## src/rtl/fetch_unit_if.sv

```systemverilog
// Instruction-memory request/response bus between the fetch unit and IM.
// The fetch unit is the master: it holds IM_req/IM_address steady until IM_ready.
interface fetch_unit_if #(
  parameter int ADDR_W = 10
);
  logic [ADDR_W-1:0] IM_address;
  logic              IM_req;
  logic              IM_ready;
  logic [31:0]       IM_data;

  modport master (output IM_address, output IM_req, input IM_ready, input IM_data);
  modport slave  (input IM_address, input IM_req, output IM_ready, output IM_data);
endinterface

```

## src/rtl/fetch_unit.sv

```systemverilog
// Instruction fetch stage: owns the fetch PC, fetches over the IM bus into ir,
// holds ir for the controller, and handles branch redirects with one flush bubble.
module fetch_unit #(
  parameter int                ADDR_W   = 10,
  parameter logic [ADDR_W-1:0] RESET_PC = '0,
  parameter int                PC_STEP  = 4
) (
  input  logic              clock,
  input  logic              reset,
  input  logic              enable_pc,
  input  logic              branch_valid,
  input  logic [ADDR_W-1:0] branch_target,
  fetch_unit_if.master      im,
  output logic [31:0]       ir,
  output logic              ir_valid,
  output logic [ADDR_W-1:0] ir_pc,
  output logic              fetch_busy
);

  typedef enum logic [1:0] {F_IDLE, F_REQ, F_HOLD, F_FLUSH} state_e;

  state_e            state_q, state_d;
  logic [ADDR_W-1:0] fetch_pc_q, fetch_pc_d;
  logic [ADDR_W-1:0] addr_q, addr_d;
  logic              req_q, req_d;
  logic [31:0]       ir_q, ir_d;
  logic              ir_valid_q, ir_valid_d;
  logic [ADDR_W-1:0] ir_pc_q, ir_pc_d;
  logic              pend_q, pend_d;
  logic [ADDR_W-1:0] tgt_q, tgt_d;

  always_ff @(posedge clock or negedge reset) begin
    if (!reset) begin
      state_q    <= F_IDLE;
      fetch_pc_q <= RESET_PC;
      addr_q     <= '0;
      req_q      <= 1'b0;
      ir_q       <= '0;
      ir_valid_q <= 1'b0;
      ir_pc_q    <= '0;
      pend_q     <= 1'b0;
      tgt_q      <= '0;
    end else begin
      state_q    <= state_d;
      fetch_pc_q <= fetch_pc_d;
      addr_q     <= addr_d;
      req_q      <= req_d;
      ir_q       <= ir_d;
      ir_valid_q <= ir_valid_d;
      ir_pc_q    <= ir_pc_d;
      pend_q     <= pend_d;
      tgt_q      <= tgt_d;
    end
  end

  always_comb begin
    state_d    = state_q;
    fetch_pc_d = fetch_pc_q;
    addr_d     = addr_q;
    req_d      = req_q;
    ir_d       = ir_q;
    ir_valid_d = ir_valid_q;
    ir_pc_d    = ir_pc_q;
    pend_d     = pend_q;
    tgt_d      = tgt_q;
    unique case (state_q)
      F_IDLE, F_FLUSH: begin
        req_d   = 1'b1;
        addr_d  = fetch_pc_q;
        state_d = F_REQ;
      end
      F_REQ: begin
        if (im.IM_ready) begin
          req_d = 1'b0;
          if (!pend_q && !branch_valid) begin
            ir_d       = im.IM_data;
            ir_pc_d    = addr_q;
            ir_valid_d = 1'b1;
            fetch_pc_d = ADDR_W'(addr_q + ADDR_W'(PC_STEP));
            state_d    = F_HOLD;
          end else begin
            // A redirect arriving with the response is newer than any latched one.
            fetch_pc_d = branch_valid ? branch_target : tgt_q;
            pend_d     = 1'b0;
            state_d    = F_FLUSH;
          end
        end else if (branch_valid) begin
          tgt_d  = branch_target;
          pend_d = 1'b1;
        end
      end
      F_HOLD: begin
        if (enable_pc) begin
          ir_valid_d = 1'b0;
          req_d      = 1'b1;
          addr_d     = branch_valid ? branch_target : fetch_pc_q;
          state_d    = F_REQ;
        end else if (branch_valid) begin
          fetch_pc_d = branch_target;
        end
      end
      default: state_d = F_IDLE;
    endcase
  end

  assign im.IM_req     = req_q;
  assign im.IM_address = addr_q;
  assign ir            = ir_q;
  assign ir_valid      = ir_valid_q;
  assign ir_pc         = ir_pc_q;
  assign fetch_busy    = (state_q != F_HOLD);

endmodule

```

## src/flat_wrapper.sv

```systemverilog
// flat-port wrapper written by rule: the top's interface ports become plain ports
module fetch_unit_flat 
#(
  parameter int                ADDR_W   = 10,
  parameter logic [ADDR_W-1:0] RESET_PC = '0,
  parameter int                PC_STEP  = 4
)
  (clock, reset, enable_pc, branch_valid, branch_target, ir, ir_valid, ir_pc, fetch_busy, im_IM_address, im_IM_req, im_IM_ready, im_IM_data);
  fetch_unit_if #(.ADDR_W(ADDR_W)) im_i ();
  input  logic clock;
  input  logic reset;
  input  logic enable_pc;
  input  logic branch_valid;
  input  logic [ADDR_W-1:0] branch_target;
  output logic [31:0] ir;
  output logic ir_valid;
  output logic [ADDR_W-1:0] ir_pc;
  output logic fetch_busy;
  output wire logic [$bits(im_i.IM_address)-1:0] im_IM_address;
  output wire logic [$bits(im_i.IM_req)-1:0] im_IM_req;
  input wire logic [$bits(im_i.IM_ready)-1:0] im_IM_ready;
  input wire logic [$bits(im_i.IM_data)-1:0] im_IM_data;
  assign im_IM_address = im_i.IM_address;
  assign im_IM_req = im_i.IM_req;
  assign im_i.IM_ready = im_IM_ready;
  assign im_i.IM_data = im_IM_data;
  fetch_unit #(.ADDR_W(ADDR_W), .RESET_PC(RESET_PC), .PC_STEP(PC_STEP)) u_core (.clock(clock), .reset(reset), .enable_pc(enable_pc), .branch_valid(branch_valid), .branch_target(branch_target), .im(im_i), .ir(ir), .ir_valid(ir_valid), .ir_pc(ir_pc), .fetch_busy(fetch_busy));
endmodule
```

## config.mk

```make
export PLATFORM = sky130hd
export DESIGN_NAME = fetch_unit_flat
export DESIGN_NICKNAME = d
export VERILOG_FILES = /design/src/rtl/fetch_unit_if.sv /design/src/rtl/fetch_unit.sv /design/src/flat_wrapper.sv
export SDC_FILE = /design/constraint.sdc
export NUM_CORES = 1
export LEC_CHECK = 0
export CAP_MARGIN = 20
export CORE_MARGIN = 2
export CORE_UTILIZATION = 28
export CTS_CLUSTER_SIZE = 8
export DETAILED_ROUTE_END_ITERATION = 8
export GPL_ROUTABILITY_DRIVEN = 0
export HOLD_SLACK_MARGIN = 0.08
export PLACE_DENSITY = 0.51
export SLEW_MARGIN = 20
export SYNTH_ARGS = -nofsm -noshare
export SYNTH_HDL_FRONTEND = slang
export SYNTH_SLANG_ARGS = --single-unit
```

## constraint.sdc

```tcl
create_clock -name clock -period 3.72 [get_ports clock]
set_clock_uncertainty 0.2 [all_clocks]
set_input_delay 0.372 -clock clock [delete_from_list [all_inputs] [get_ports clock]]
set_output_delay 0.372 -clock clock [all_outputs]
set_load 0.1 [all_outputs]
```

==> results of run 1 <==
[state kept, by name (all words and copies together), names as in the netlist]
| signal | count |
|---|---|
| u_core.im.IM_address | 10 |
| u_core.state_q | 2 |
| u_core.ir_valid | 1 |
| u_core.fetch_pc_q | 10 |
| u_core.tgt_q | 10 |
| u_core.ir | 32 |
| u_core.ir_pc | 10 |
| u_core.pend_q | 1 |
| u_core.im.IM_req | 1 |
[cells by family after synthesis]
| group | after synthesis |
|---|---|
| AOI/OAI and AO/OA | 51 |
| xor gates and xnor gates | 2 |
| adders and majority gates | 1 |
| buffers and inverters | 22 |
| DFF | 77 |
| muxes | 64 |
| and+or+nand+nor | 50 |
[per-layer routing]
layer  global-route usage [%]  vias to the layer above
met4                     5.53                        0
met5                        0                        -
met1                     17.2                     1222
li1                         -                     1172
met3                     3.77                       13
met2                     20.1                       87
[synthesized netlist by cell type]
cell type,number
nor3b_1,1
o21ai_0,22
nand3_1,3
mux2i_1,13
and2b_1,1
nor3_1,7
nor3_4,1
inv_1,10
a22oi_1,5
o31a_1,3
or3b_2,1
a21oi_2,1
a32oi_1,2
and3b_1,1
nand2b_1,2
mux2_2,45
nor2_1,10
buf_6,4
a2bb2oi_1,2
clkbuf_2,1
o22ai_1,1
o2111ai_1,1
a222oi_1,1
o21a_1,1
buf_4,1
nand4_1,3
o211ai_1,1
nand2_2,1
ha_1,1
dfrtp_1,77
clkbuf_1,2
nor3b_2,1
nor2b_1,1
nand3b_4,1
buf_2,4
nand2_1,16
xnor2_1,2
a31o_2,2
mux2_1,6
a21oi_1,9
[area by class of cell]
class                           instances  area (µm²)  share of cell area [%]
Tap cell                              147         184                    3.76
Clock buffer                           13         270                    5.53
Clock inverter                          3        90.1                    1.84
Timing Repair Buffer                  106        1050                    21.5
Multi-Input combinational cell        168        1330                    27.2
Sequential cell                        77        1930                    39.4
Inverter                               10        37.5                   0.768
[through the flow]
| step | util (%) | setup slack, ns | hold WS (ns) | std cells | area, µm² |
|---|---|---|---|---|---|
| floorplan | - | 1.51 | -0.124 | 267 | 3380 |
| global placement | 37.9 | 1.11 | 0.266 | 507 | 4510 |
| detailed placement | 37.9 | 1.01 | 0.281 | 507 | 4510 |
| CTS | 41.0 | 1.04 | 0.295 | 524 | 4880 |
| global route | 41.0 | 0.969 | 0.313 | 524 | 4890 |
| finish | 41.0 | 1.06 | 0.284 | 524 | 4890 |
[worst max-delay path by stage]
stage                                        from  depth (start not counted)  slack [ns]              endpoint
after detailed placement             branch_valid                          5        1.01       u_core.tgt_q[3]
final                     u_core.im.IM_address[2]                          1        1.06      im_IM_address[2]
after global routing      u_core.im.IM_address[2]                          1        0.97      im_IM_address[2]
after floorplan           u_core.im.IM_address[2]                          5        1.51  u_core.fetch_pc_q[6]
after CTS                 u_core.im.IM_address[2]                          1        1.04      im_IM_address[2]
after global placement               branch_valid                          5        1.11       u_core.tgt_q[0]
==> reports/qor.yml, run 1 <==
run_status: "complete, no violations"
cts_buffer_depth: 2
grt_overflow: 0
die_x_um: 114
holdPathStages: 1
yosysWarnings: 0
cts_tree: "done"
reg2reg_depth: 4
min-delay-start: "u_core.ir[20]"
synthDistinctLibCells: 40
clock-sinks: 77
grt_pass1_vias: 2563
yosys-top-cells-area: "dfrtp_1, mux2_2, mux2i_1, o21ai_0, mux2_1"
yosysTopAreaCell: "dfrtp_1"
htreeDepth: 3
min_path_type: "reg -> reg"
insertion_delay_ns: 0.34
rsz0062_at_grt: "false"
antenna_left: 0
cap_viol_max_count: 0
timing.final.hold_violations: 0
synth_simple_gate_area_share_pct: 8.08
fillers: 1156
ys_ff_latch: 77
place_hpwl_mm: 5.54
r2r-start: "u_core.state_q[0]"
viasPerCell: 4.76
cts_buffers: 9
fin_tns_setup_ns: 0
synth_compound_area_share_pct: 9.48
ys_seq_area_share_pct: 57.1
drt_wl_total_mm: 8.07
clk_pin_slew_worst_paths_ns: 0.06
start_util_pct: 28.4
finalSetupViolations: 0
cts_resized: 0
synth_fp_nets: 315
dieArea_mm2: 0.0130
slowest_delay_ns: 1.21
grt_usage_pct: 13.0
drt_iter0_markers: 127
ioPinCount: 102
critPathKind: "reg -> out"
port_buffers: 101
critPathSlowestCell: "clkdlybuf4s50_1"
antenna_found_initial: 0
wl_met3_um: 527
final_common_cell: "clkdlybuf4s50_1"
synthMuxAreaShare_pct: 20.9
crit_buf_inv: 1
avgRoutedWirePerCell_um: 15.4
layout_common_cells: "clkdlybuf4s50_1, dfrtp_1, mux2_2"
min_period_ns: 2.66
area_delta_synth_final_pct: 44.7
finalMaxSlewViolations: 0
worstPathArrival_ns: 2.09
die_y_um: 114
top_layer_used: "met4"
core_area_mm2: 0.0119
synth_top_family_by_area: "multiplexers"
synth_area_per_cell_um2: 12.6
rr_endpoint: "u_core.fetch_pc_q[4]"
end_kind: "output port"
required_ns: 3.15
cts_hold_buf: 1
cp-start-kind: "flop"
worst_pin_slew_ns: 0.987
drive_gt1_share_pct: 19.6
max_slew_margin_pct: 34.0
cp_max_fo: 8
final_nets: 420
grt_max_degree: 78
cts_root_buf: "clkbuf_16"
cts_setup_buffers: 0
path_delay_family: "buffers and inverters"
rows: 40
finalCritPeriodShare_pct: 71.5
wl_met1_mm: 3.64
hold_end: "u_core.ir[20]"
clock.fmax_ghz: 0.376
syn_inst: 267
rrSetupSlack_ns: 1.32
synth_top_area_share_pct: 57.1
route.met2.wl_mm: 3.75
route.detailed.drc: 0
num_vias: 2494
synth-xor-area-share_pct: 0.519
critical_path.cell_chain: "clkdlybuf4s50_1"
firstDrtPassIters: 4
grt_pass1_wl_mm: 13.1
antenna_cells: 0
netlist_area_mm2: 0.00338
synth_fa_ha_area_share_pct: 0.371
Power of run 1 is left out: the tool's default activity adds up to more than one toggle a clock period on the data nets, which glitch-free logic cannot reach.
==> inputs of run 2 (changes only) <==
Settings changed: PLACE_DENSITY 0.51 to 0.53.
Clock period 3.72 ns to 2.2 ns, I/O delays scaled along.
==> run 2 against run 1 <==
Against the previous run:
- via count increased by 1.5%
- critical endpoint is now fetch_busy
- sequential share of layout area is 0.51 points higher
- critical path depth rose by 2
- utilization is 0.47 points lower
- cell count rose by 2.1%
- worst hold slack worse by 0.067 ns
- largest cell class unchanged
- wire length up 1.9%
==> reports/qor.yml, run 2 (same netlist as run 1, synthesis figures left out) <==
drt_wl_total_mm: 8.23  # +1.9%
drt_iter0_markers: 97  # -24%
fillers: 1188  # +2.8%
cts_tree: "done"
worstPathArrival_ns: 1.50  # -0.59 ns
path_delay_family: "flip-flops"
min_period_ns: 1.92
grt_pass1_vias: 2622  # +2.3%
clock.fmax_ghz: 0.521
cts_resized: 0  # unchanged
drive_gt1_share_pct: 36.6  # +17 points
cts_buffer_depth: 2  # unchanged
viasPerCell: 4.73  # -0.56%
rows: 40  # unchanged
antenna_found_initial: 0  # unchanged
timing.hold.ws_ns: 0.217  # -0.0671 ns
num_vias: 2532  # +1.5%
finalCritPeriodShare_pct: 87.3
run_status: "complete, no violations"
core_area_mm2: 0.0119  # unchanged
critPathSlowestCell: "dfrtp_1"
slowest_delay_ns: 0.45  # -0.76 ns
layout_common_cells: "dfrtp_1, buf_4, mux2_2, clkdlybuf4s50_1, o21ai_0"
cts_root_buf: "clkbuf_16"
rsz0062_at_grt: "false"
largest_reg_flops: 32  # unchanged
grt_overflow: 0  # unchanged
r2r-start: "u_core.state_q[0]"
grt_usage_pct: 13.4  # +0.39 points
fin_tns_setup_ns: 0  # unchanged
critical_path.cell_chain: "nor2b_1, inv_1, buf_12"
placed_area_mm2: 0.00452  # +0.17%
grt_pass1_wl_mm: 13.5  # +3.2%
route.detailed.drc: 0  # unchanged
cts_buffers: 9  # unchanged
finalMaxSlewViolations: 0  # unchanged
worst_pin_slew_ns: 0.557  # -0.430 ns
min_path_type: "in -> async"
clk_pin_slew_worst_paths_ns: 0.06  # about the same
final_nets: 432  # +2.9%
firstDrtPassIters: 4  # unchanged
cap_viol_max_count: 0  # unchanged
antenna_left: 0  # unchanged
max_slew_margin_pct: 62.9  # +29 points
required_ns: 1.78  # -1.37 ns
worst_slack_ns: 0.280  # -0.779 ns
area_delta_synth_final_pct: 43.0
htreeDepth: 3  # unchanged
avgRoutedWirePerCell_um: 15.4  # -0.22%
crit_start: "u_core.state_q[0]"
die_y_um: 114  # unchanged
timing.final.hold_violations: 0  # unchanged
dieArea_mm2: 0.0130  # unchanged
crit_buf_inv: 2  # +1
ioPinCount: 102  # unchanged
critPathKind: "reg -> out"
grt_max_degree: 41  # -47%
clock-sinks: 77  # unchanged
finalSetupViolations: 0  # unchanged
insertion_delay_ns: 0.33  # about the same
place_ws_ns: 0.112  # -0.894 ns
end_kind: "output port"
cp_max_fo: 6  # -2
die_x_um: 114  # unchanged
place_hpwl_mm: 5.81  # +5.0%
port_buffers: 101  # unchanged
start_util_pct: 28.4  # unchanged
antenna_cells: 0  # unchanged
final_common_cell: "dfrtp_1"
stdcell_area_mm2: 0.00483  # -1.2%
cp-start-kind: "flop"
run 2: changes by cell type in the layout (fill, tap and decap cells not counted), sizes merged:
cell,before,now
buf,6,72
bufinv,3,1
clkbuf,13,11
clkdlybuf4s50,99,45
clkinv,0,2
clkinvlp,0,1
run 2: final cells by class:
class / instances / area, µm² / area share (%)
repair buffers: 118 / 1050 / 21.8
flip-flops and latches: 77 / 1930 / 39.9
clock inverters: 4 / 47.5 / 0.984
well taps: 147 / 184 / 3.81
inverters: 10 / 37.5 / 0.777
multi-input cells: 168 / 1330 / 27.5
clock buffers: 11 / 253 / 5.23
run 2: path summary, 6_finish.rpt:
path                                    to  slack [ns]  depth (start not counted)
min reg2reg                   u_core.ir[7]        0.30                          1
max reg2reg                u_core.tgt_q[4]        0.34                          4
max                             fetch_busy        0.28                          3
min                        u_core.ir_pc[8]        0.22                          2
min in group clock            u_core.ir[8]        0.29                          2
max in group asynchronous    u_core.ir[23]        0.98                          3
run 2: through the flow:
stage / util [%] / instances
floorplan: - / 267
global placement: 37.9 / 519
detailed placement: 37.9 / 519
CTS: 40.5 / 535
global route: 40.5 / 535
finish: 40.5 / 535
run 2: timing repair:
item,4_1_cts,5_1_grt
hold buffers,1,0
endpoints found under the hold margin,39,0
buffers inserted,0,0
run 2: worst reg2reg max path: stages (launching register included):
cell	delay, ns
dfrtp_1	0.46
and2b_1	0.23
nor3b_1	0.28
buf_4	0.23
mux2_2	0.35
run 2: layer usage:
layer	GRT usage [%]	vias to the layer above	wire (µm)
li1	-	1191	-
met1	16.7	1238	3680
met2	22.4	94	3940
met3	4.57	9	523
met4	3.66	0	86
met5	0	-	0
Power of run 2 is left out for the same reason.
